## src/rtl/plab4_net_router_output_ctrl_wh_pkg.sv

```systemverilog
// Shared definitions for the wormhole output-port controller: lock FSM
// state encoding and the default downstream buffer depth.
package plab4_net_router_output_ctrl_wh_pkg;

  typedef enum logic {
    ST_IDLE   = 1'b0,
    ST_LOCKED = 1'b1
  } state_e;

  localparam int DEFAULT_NUM_CREDITS = 4;

endpackage

```

## src/rtl/plab4_net_credit_counter.sv

```systemverilog
// Downstream credit counter: starts full, -1 per sent flit, +1 per returned
// credit, and saturates at both ends.
module plab4_net_credit_counter
  import plab4_net_router_output_ctrl_wh_pkg::*;
#(
  parameter int NUM_CREDITS = DEFAULT_NUM_CREDITS,
  localparam int CRD_W = $clog2(NUM_CREDITS + 1)
) (
  input  logic             clk,
  input  logic             reset,
  input  logic             inc_i,
  input  logic             dec_i,
  output logic [CRD_W-1:0] count_o,
  output logic             zero_o
);

  localparam logic [CRD_W-1:0] FULL = CRD_W'(NUM_CREDITS);

  logic [CRD_W-1:0] count_q, count_d;

  always_comb begin
    count_d = count_q;
    if (inc_i && !dec_i && (count_q != FULL)) begin
      count_d = count_q + CRD_W'(1);
    end else if (dec_i && !inc_i && (count_q != '0)) begin
      count_d = count_q - CRD_W'(1);
    end
  end

  always_ff @(posedge clk or posedge reset) begin
    if (reset) begin
      count_q <= FULL;
    end else begin
      count_q <= count_d;
    end
  end

  // A returned credit with the buffer already fully credited means the
  // downstream router freed a slot it never received.
  always_ff @(posedge clk) begin
    if (!reset) begin
      assert (!(inc_i && !dec_i && (count_q == FULL)))
        else $error("credit_in received with credit count already full");
    end
  end

  assign count_o = count_q;
  assign zero_o  = (count_q == '0);

endmodule

```

## src/rtl/plab4_net_router_output_ctrl_wh.sv

```systemverilog
// Router output-port controller: round-robin arbitration, wormhole locking,
// credit flow control. Define PLAB4_NET_ROUTER_OUTPUT_CTRL_STATS_EN for counters.
module plab4_net_router_output_ctrl_wh
  import plab4_net_router_output_ctrl_wh_pkg::*;
#(
  parameter int NUM_INPUTS  = 3,
  parameter int NUM_CREDITS = DEFAULT_NUM_CREDITS,
  localparam int SEL_W = $clog2(NUM_INPUTS),
  localparam int CRD_W = $clog2(NUM_CREDITS + 1)
) (
  input  logic                  clk,
  input  logic                  reset,
  input  logic [NUM_INPUTS-1:0] reqs,
  input  logic [NUM_INPUTS-1:0] tails,
  output logic [NUM_INPUTS-1:0] grants,
  output logic                  out_val,
  output logic [SEL_W-1:0]      xbar_sel,
  input  logic                  credit_in,
  output logic [CRD_W-1:0]      credits
`ifdef PLAB4_NET_ROUTER_OUTPUT_CTRL_STATS_EN
  ,
  output logic [31:0]           stat_flits,
  output logic [31:0]           stat_stalls
`endif
);

  state_e           state_q, state_d;
  logic [SEL_W-1:0] ptr_q, ptr_d;
  logic [SEL_W-1:0] lock_q, lock_d;
  logic             arb_found;
  logic [SEL_W-1:0] arb_idx;
  logic             crd_zero;

  plab4_net_credit_counter #(.NUM_CREDITS(NUM_CREDITS)) u_credits (
    .clk     (clk),
    .reset   (reset),
    .inc_i   (credit_in),
    .dec_i   (out_val),
    .count_o (credits),
    .zero_o  (crd_zero)
  );

  // Round-robin search: first requester at or above the pointer, wrapping.
  always_comb begin
    arb_found = 1'b0;
    arb_idx   = '0;
    for (int k = 0; k < NUM_INPUTS; k++) begin
      logic [SEL_W-1:0] cand;
      cand = SEL_W'((int'(ptr_q) + k) % NUM_INPUTS);
      if (!arb_found && reqs[cand]) begin
        arb_found = 1'b1;
        arb_idx   = cand;
      end
    end
  end

  always_comb begin
    state_d  = state_q;
    ptr_d    = ptr_q;
    lock_d   = lock_q;
    grants   = '0;
    xbar_sel = '0;
    if (!crd_zero) begin
      unique case (state_q)
        ST_IDLE: begin
          if (arb_found) begin
            grants[arb_idx] = 1'b1;
            xbar_sel        = arb_idx;
            ptr_d = (arb_idx == SEL_W'(NUM_INPUTS - 1)) ? '0 : arb_idx + SEL_W'(1);
            if (!tails[arb_idx]) begin
              state_d = ST_LOCKED;
              lock_d  = arb_idx;
            end
          end
        end
        ST_LOCKED: begin
          if (reqs[lock_q]) begin
            grants[lock_q] = 1'b1;
            xbar_sel       = lock_q;
            if (tails[lock_q]) begin
              state_d = ST_IDLE;
            end
          end
        end
        default: ;
      endcase
    end
  end

  assign out_val = |grants;

  always_ff @(posedge clk or posedge reset) begin
    if (reset) begin
      state_q <= ST_IDLE;
      ptr_q   <= '0;
      lock_q  <= '0;
    end else begin
      state_q <= state_d;
      ptr_q   <= ptr_d;
      lock_q  <= lock_d;
    end
  end

`ifdef PLAB4_NET_ROUTER_OUTPUT_CTRL_STATS_EN
  logic [31:0] stat_flits_q, stat_stalls_q;

  always_ff @(posedge clk or posedge reset) begin
    if (reset) begin
      stat_flits_q  <= '0;
      stat_stalls_q <= '0;
    end else begin
      if (out_val) begin
        stat_flits_q <= stat_flits_q + 32'd1;
      end
      if ((|reqs) && crd_zero) begin
        stat_stalls_q <= stat_stalls_q + 32'd1;
      end
    end
  end

  assign stat_flits  = stat_flits_q;
  assign stat_stalls = stat_stalls_q;
`endif

endmodule

```

## config.mk

```make
export PLATFORM = sky130hd
export DESIGN_NAME = plab4_net_router_output_ctrl_wh
export DESIGN_NICKNAME = d
export VERILOG_FILES = /design/src/rtl/plab4_net_router_output_ctrl_wh_pkg.sv /design/src/rtl/plab4_net_credit_counter.sv /design/src/rtl/plab4_net_router_output_ctrl_wh.sv
export SDC_FILE = /design/constraint.sdc
export NUM_CORES = 1
export LEC_CHECK = 0
export BUFFER_PORTS_ARGS = -buffer_cell sky130_fd_sc_hd__clkbuf_2
export CAP_MARGIN = 20
export CORE_MARGIN = 2
export CORE_UTILIZATION = 48
export DETAILED_ROUTE_END_ITERATION = 8
export PLACE_DENSITY = 0.74
export SETUP_SLACK_MARGIN = 0.3
export SLEW_MARGIN = 40
export SYNTH_ARGS = -nofsm -noshare
export SYNTH_HDL_FRONTEND = slang
export SYNTH_SLANG_ARGS = --single-unit
```

## constraint.sdc

```tcl
create_clock -name clk -period 3.2 [get_ports clk]
set_clock_uncertainty 0.15 [all_clocks]
set_input_delay 0.64 -clock clk [delete_from_list [all_inputs] [get_ports clk]]
set_output_delay 0.64 -clock clk [all_outputs]
set_load 0.02 [all_outputs]
```

== Word level (Yosys, flattened, before mapping) ==
Cells that the tools add are included.

* Register bits after elaboration: 8
* Bits in latches: 0
* Bits in writable memories: 0
* Memory bits (read-only): 0
* Input port bits: 9
* Output and inout port bits: 9
* Word-level logic and storage cells: 80
* Memories kept: 0

* Add/subtract/negate cells: 5
* $mul: 0
* Divide/modulo/power cells: 3
* Magnitude comparators: 7
* Equal/unequal tests: 2
* Shift operators: 0
* Mux-type cells: 38
* Bitwise logic cells: 3
* Reductions and logical operators: 18

{| class="wikitable"
|+ Operators by type and width
! kind !! count
|-
| modulo 32 x 3 -> 32 bit, second input constant || 2
|-
| modulo 3 x 3 -> 32 bit, second input constant || 1
|-
| < comparator 2 x 3 -> 1 bit, second input constant || 5
|-
| 2-to-1 mux 1 bit || 15
|-
| 2-to-1 mux 3 bit || 5
|-
| 2-to-1 mux 2 bit || 7
|-
| binary-select mux 1 bit (select 2 bit) || 6
|-
| logical AND 1 bit || 8
|-
| one-hot mux 3 bit (2 select lines) || 1
|-
| demux 1 bit (select 2 bit) || 2
|-
| >= comparator 2 x 1 -> 1 bit, second input constant || 2
|-
| logical NOT 1 bit || 4
|-
| one-hot mux 2 bit (2 select lines) || 1
|-
| AND reduction 4 bit || 1
|-
| adder 2 x 1 -> 3 bit, second input constant || 1
|-
| adder 2 x 2 -> 3 bit, second input constant || 1
|-
| adder 3 x 1 -> 3 bit, second input constant || 1
|-
| logical NOT 3 bit || 1
|-
| inequality test 3 bit, second input constant || 1
|-
| inverter 1 bit || 3
|-
| AND reduction 3 bit || 1
|-
| nonzero test 3 bit || 1
|-
| OR reduction 3 bit || 1
|-
| subtractor 3 x 1 -> 3 bit, second input constant || 1
|-
| other kinds (4) || 4
|}

== Logic depth before layout (Yosys ltp) ==
* Depth in word-level cells: 22
* Mapped depth: 16
* Depth with buffers taken out: 15

== Hierarchy ==
Synthesis repeated with hierarchy kept, for this count alone.

* Cell total of the unflattened synthesis: 105
* Area, all modules: 933.4 um2

{| class="wikitable"
|+ By module, submodules not included
! module !! times used !! cells each !! area each (um2) !! seq. area each (um2)
|-
| plab4_net_router_output_ctrl_wh || 1 || 84 || 723.2 || 125.1
|-
| plab4_net_credit_counter || 1 || 21 || 210.2 || 76.3
|}

== Worst setup path after synthesis ==
Ideal clock, no wire load.

* Kind: register to register
* From: register ptr_q[1]
* To: register u_credits.count_q[2], in the netlist u_credits.count_o[2]
* Setup time: 0.059 ns
* Arrival time: 3.078 ns
* Required time: 2.991 ns
* Setup slack: -0.088 ns
* Stages on the path, launching flop included: 16
* Buffers on the path: 0
* Clock period less this slack: 3.288 ns
* Cells stage by stage: dfrtp_1 -> inv_1 -> ha_1 -> mux2i_4 -> nor2_2 -> or3_4 -> o22a_1 -> a31oi_4 -> nand3_4 -> inv_1 -> nand3_1 -> fa_1 -> nor2_1 -> o21ai_0 -> mux2i_1 -> mux2_2

* Word-level cells in the longest chain between the ends: 22
* Elaborated cells between the ends (all ways): 37
* Those cells by class: 2 x add/sub; 3 x div; 2 x order compare; 18 x mux; 12 x reduce/logical

{| class="wikitable"
|+ RTL lines
! element !! line !! RTL
|-
| from (decl) || plab4_net_router_output_ctrl_wh.sv:28 || <nowiki>logic [SEL_W-1:0] ptr_q, ptr_d;</nowiki>
|-
| from (signal assigned) || plab4_net_router_output_ctrl_wh.sv:99 || <nowiki>ptr_q <= ptr_d;</nowiki>
|-
| branches (longest 14 deep; another with modulo 32 x 3 -> 32 bit) || -- ||
|-
| 2-to-1 mux 3 bit (*) || plab4_net_router_output_ctrl_wh.sv:66 || <nowiki>if (arb_found) begin</nowiki>
|-
| one-hot mux 3 bit (2 select lines) (*) || plab4_net_router_output_ctrl_wh.sv:64 || <nowiki>unique case (state_q)</nowiki>
|-
| 2-to-1 mux 3 bit (*) || plab4_net_router_output_ctrl_wh.sv:63 || <nowiki>if (!crd_zero) begin</nowiki>
|-
| OR reduction 3 bit (*) || plab4_net_router_output_ctrl_wh.sv:90 || <nowiki>assign out_val = |grants;</nowiki>
|-
| named net out_val || plab4_net_router_output_ctrl_wh.sv:16 || <nowiki>output logic out_val,</nowiki>
|-
| logical NOT 1 bit || plab4_net_credit_counter.sv:23 || <nowiki>if (inc_i && !dec_i && (count_q != FULL)) begin</nowiki>
|-
| logical AND 1 bit (2 in a row) || plab4_net_credit_counter.sv:23 ||
|-
| 2-to-1 mux 3 bit or nonzero test 2 bit (tied branches) || -- ||
|-
| to (signal assigned) || plab4_net_credit_counter.sv:34 || <nowiki>count_q <= count_d;</nowiki>
|-
| to (decl) || plab4_net_credit_counter.sv:19 || <nowiki>logic [CRD_W-1:0] count_q, count_d;</nowiki>
|}

Mark *: on every way through the listed nets, which the timed path passes. The select of a mux whose other input is x is not followed.
A chain may end at the register's enable or synchronous reset.

== Worst setup path after layout ==
* From: register ptr_q[0]
* To: output port grants[1]

* Word-level cells in the longest chain between the ends: 17
* Elaborated cells between the ends (all ways): 29
* Those cells by class: 2 x add/sub; 3 x div; 2 x order compare; 17 x mux; 5 x reduce/logical

{| class="wikitable"
|+ RTL lines
! element !! line !! RTL
|-
| branches (longest 14 deep; another with modulo 32 x 3 -> 32 bit) || -- ||
|-
| 2-to-1 mux 3 bit (*) || plab4_net_router_output_ctrl_wh.sv:66 ||
|-
| one-hot mux 3 bit (2 select lines) (*) || plab4_net_router_output_ctrl_wh.sv:64 ||
|-
| 2-to-1 mux 3 bit (*) || plab4_net_router_output_ctrl_wh.sv:63 ||
|-
| to (decl) || plab4_net_router_output_ctrl_wh.sv:15 || <nowiki>output logic [NUM_INPUTS-1:0] grants,</nowiki>
|}

Mark *: on every way between the ends. The select of a mux whose other input is x is not followed.

==> summary.txt <==
======================================================================================
Post-DP HPWL                                                                   1.66 mm
Path class of the lowest-slack min-delay path                             input port to asynchronous set/reset pin
Clock root buffer master                                                  sky130_fd_sc_hd__clkbuf_4
Flip-flop and latch count after synthesis                                            8
Wire length of the first global-routing pass                                   3.75 mm
Kind of end point of the critical path                                     output port
Vias in the first global route                                                     890
Maximum clock insertion buffer count                                                 2
Final-report setup violation count                                                   6
Overall die width                                                              47.5 um
Amount of wire on met2 after detailed routing                                  1.40 mm
Post-synthesis cell count                                                          113
Netlist area before placement                                                 908 um^2
Max-slew violations                                                                  0
Top layer used by detailed routing                                                met4
Detailed Routing Iterations Pass 1                                                   4
Number of routed nets with antenna violations                                        0
Die outline area                                                             2260 um^2
Overall Global Routing Usage                                                     23.5%
Sum of met3 wire segment lengths after detailed routing                         125 um
Required arrival time at the worst endpoint                                    2.41 ns
M1 wire length                                                                 1.16 mm
Setup total negative slack                                                   -0.617 ns
Top delay family on crit path                                             simple AND/OR/NAND/NOR gates
Number of I/O pins                                                                  18
Yosys warnings                                                                       0
Ranking of synthesized cells by area                                      sky130_fd_sc_hd__dfrtp_1 19%, sky130_fd_sc_hd__mux2i_1 9.9%, sky130_fd_sc_hd__nor2_1 5.8%, sky130_fd_sc_hd__ha_1 5.5%, sky130_fd_sc_hd__inv_1 5.0%
CP Launch Type                                                               flip-flop
CTS H-tree depth                                                                     1
Buffers added on ports                                                              17
Final Cell Area                                                              1420 um^2
Pin count of the biggest net entering global routing                                 9
Fraction of final layout cells with drive strength greater than 1                50.0%
CTS tree                                                                          done
Worst relative slew slack                                                        74.3%
Placed Instance Area                                                         1150 um^2
Data arrival time of the critical path                                         2.56 ns
Drt initial violations                                                              17
Achievable Freq                                                              0.299 GHz
Crit path cell chain                                                      inv_2 > ha_4 > mux2i_1 > nor2_1 > or3_4 > buf_4 > nor3_4 > o32a_1 > buf_4 > inv_4 > buf_8
Failing checks                                                            setup timing
Source-to-sink clock delay at the later pin of the worst-skew pair             0.25 ns
Initial antenna violation count                                                      0
Status                                                                    complete, but fails checks
Number of distinct standard cells referenced by the synthesized netlist             38
Worst Setup Slack, final                                                     -0.147 ns
Leading cell type in the layout, fill and taps excluded                   sky130_fd_sc_hd__buf_4
Via total after detailed routing                                                  1021
Area growth, synth to finish                                                     55.8%
Average via count per standard cell                                               5.58
Ys async rst share                                                                100%
Count of unresolved DRC violations after routing                                     0
Clock period minus worst slack                                                 3.35 ns
Slowest library cell on the worst path                                    sky130_fd_sc_hd__dfrtp_2
Overall die height                                                             47.5 um
Most used cell along the critical path                                    sky130_fd_sc_hd__buf_4
Share of the clock period used by the worst path after layout                     105%
Last weighted congestion value of the routability-driven placer                  0.944
Post-synth top area cell                                                  sky130_fd_sc_hd__dfrtp_1
Detailed-route wire length                                                     2.74 mm
Post-synth EDFFs                                                                     0
Syn nets                                                                           127
Final number of hold-violating endpoints                                             0
Number of buffer and inverter stages on the critical path                            5
Peak per-stage delay on the critical path                                      0.40 ns
Overall overflow remaining after global route                                        0
Filler instances                                                                   120
TritonCTS Sinks                                                                      8
Cell row count                                                                      15
Count of max-cap constraint violations                                               0
Critical Setup Path Class                                                 flip-flop to output port
Hold-fix buffers, CTS                                                                0
Main synth FF type                                                        sky130_fd_sc_hd__dfrtp_1
Slew at the pin closest to its max-slew limit                                 0.383 ns
Post-synthesis average cell area                                             8.04 um^2
Leading cell types in the layout, fill and taps excluded                  23 x sky130_fd_sc_hd__buf_4, 12 x sky130_fd_sc_hd__nand2_1, 11 x sky130_fd_sc_hd__nor2_1, 11 x sky130_fd_sc_hd__clkbuf_2, 9 x sky130_fd_sc_hd__mux2i_1
Sequential element share of the synthesized area                                 22.2%
Unrepaired setup endpoints after global routing                                    yes
Routed length per placed instance                                              14.9 um
Effective utilization at floorplan                                               52.0%
Top-area cell type share of the netlist area                                     19.3%
Maximum fanout along the worst path                                                  3
Core Box Area                                                                1750 um^2
Number of buffers inserted during clock tree synthesis                               3
Post-layout net count                                                              173
Antenna diode count                                                                  0
Clock slew at reported path FFs                                                0.05 ns
======================================================================================
per-layer routing:
metal	GRT usage, %	vias up
li1	-	487
met1	30.7	487
met2	41.6	39
met3	1.51	8
met4	6.67	0
met5	0	-
stage by stage:
stage               instances  util [%]  setup WS [ns]  hold WS (ns)
floorplan                 113         -        -0.0488         0.305
global placement          165      66.1         0.0335         0.415
detailed placement        165      66.1        -0.0704         0.420
CTS                       175      74.0         -0.138         0.149
global route              183      81.1         -0.275         0.167
finish                    183      81.1         -0.147         0.149
synthesized netlist by cell type, drive strengths merged (2+ instances only):
cell type / n
o21ai: 6
nor2: 15
ha: 4
mux2i: 10
nand3: 2
nor3: 5
o21a: 3
nand2: 12
a21oi: 7
o21bai: 2
inv: 12
a31oi: 2
nand2b: 3
buf: 2
o22ai: 3
mux2: 2
dfrtp: 7
xor2: 2
or3: 2
worst paths after layout:
check / startpoint / endpoint / slack [ns] / depth (start not counted)
setup / recovery: ptr_q[0] / grants[1] / -0.15 / 11
hold / removal: reset / lock_q[1] / 0.15 / 2
setup reg to reg: ptr_q[0] / u_credits.count_o[2] / -0.14 / 16
hold reg to reg: u_credits.count_o[2] / u_credits.count_o[2] / 0.48 / 1
max in group asynchronous: reset / u_credits.count_o[2] / 2.47 / 2
min in group clk: u_credits.count_o[2] / u_credits.count_o[2] / 0.48 / 1
cells by family after synthesis:
kind of cell / Yosys count / share of synthesized area (%)
and+or+nand+nor: 42 / 23.6
AOI/OAI and AO/OA: 30 / 22.9
buffers and inverters: 14 / 6.06
muxes: 12 / 14.9
DFF: 8 / 22.2
adders and majority gates: 5 / 7.71
xor gates and xnor gates: 2 / 2.76
worst register-to-register path, cell delays in order (launching register included):
cell and delay (ns):
sky130_fd_sc_hd__dfrtp_2 0.40, sky130_fd_sc_hd__inv_2 0.07, sky130_fd_sc_hd__ha_4 0.27, sky130_fd_sc_hd__mux2i_1 0.19
sky130_fd_sc_hd__nor2_1 0.08, sky130_fd_sc_hd__or3_4 0.40, sky130_fd_sc_hd__buf_4 0.15, sky130_fd_sc_hd__nor3_4 0.18
sky130_fd_sc_hd__o32a_1 0.26, sky130_fd_sc_hd__nand3_4 0.11, sky130_fd_sc_hd__inv_2 0.07, sky130_fd_sc_hd__nand3_2 0.07
sky130_fd_sc_hd__fa_2 0.38, sky130_fd_sc_hd__nor2_4 0.10, sky130_fd_sc_hd__o21ai_1 0.08, sky130_fd_sc_hd__mux2i_1 0.14
sky130_fd_sc_hd__mux2_4 0.16
final cells by class:
cell class / instances / area, um^2 / area share [%]
clock buffers: 4 / 26.3 / 1.86
inverters: 12 / 47.5 / 3.36
multi-input cells: 91 / 762 / 53.8
flip-flops and latches: 8 / 204 / 14.4
well taps: 25 / 31.3 / 2.21
repair buffers: 43 / 344 / 24.3
sequential cells by signal (all words and copies together) (netlist names):
register / count
u_credits.count_o: 3
ptr_q: 2
lock_q: 2
state_q: 1
timing repair:
action                                  CTS  global route
endpoints found under the setup margin    9            11
pin swaps                                 7             9
gates resized for setup                  19            23
buffers inserted                          6             8
Power is not shown: default switching activity piles up to over one toggle a cycle in this logic, so the estimate is an artifact.
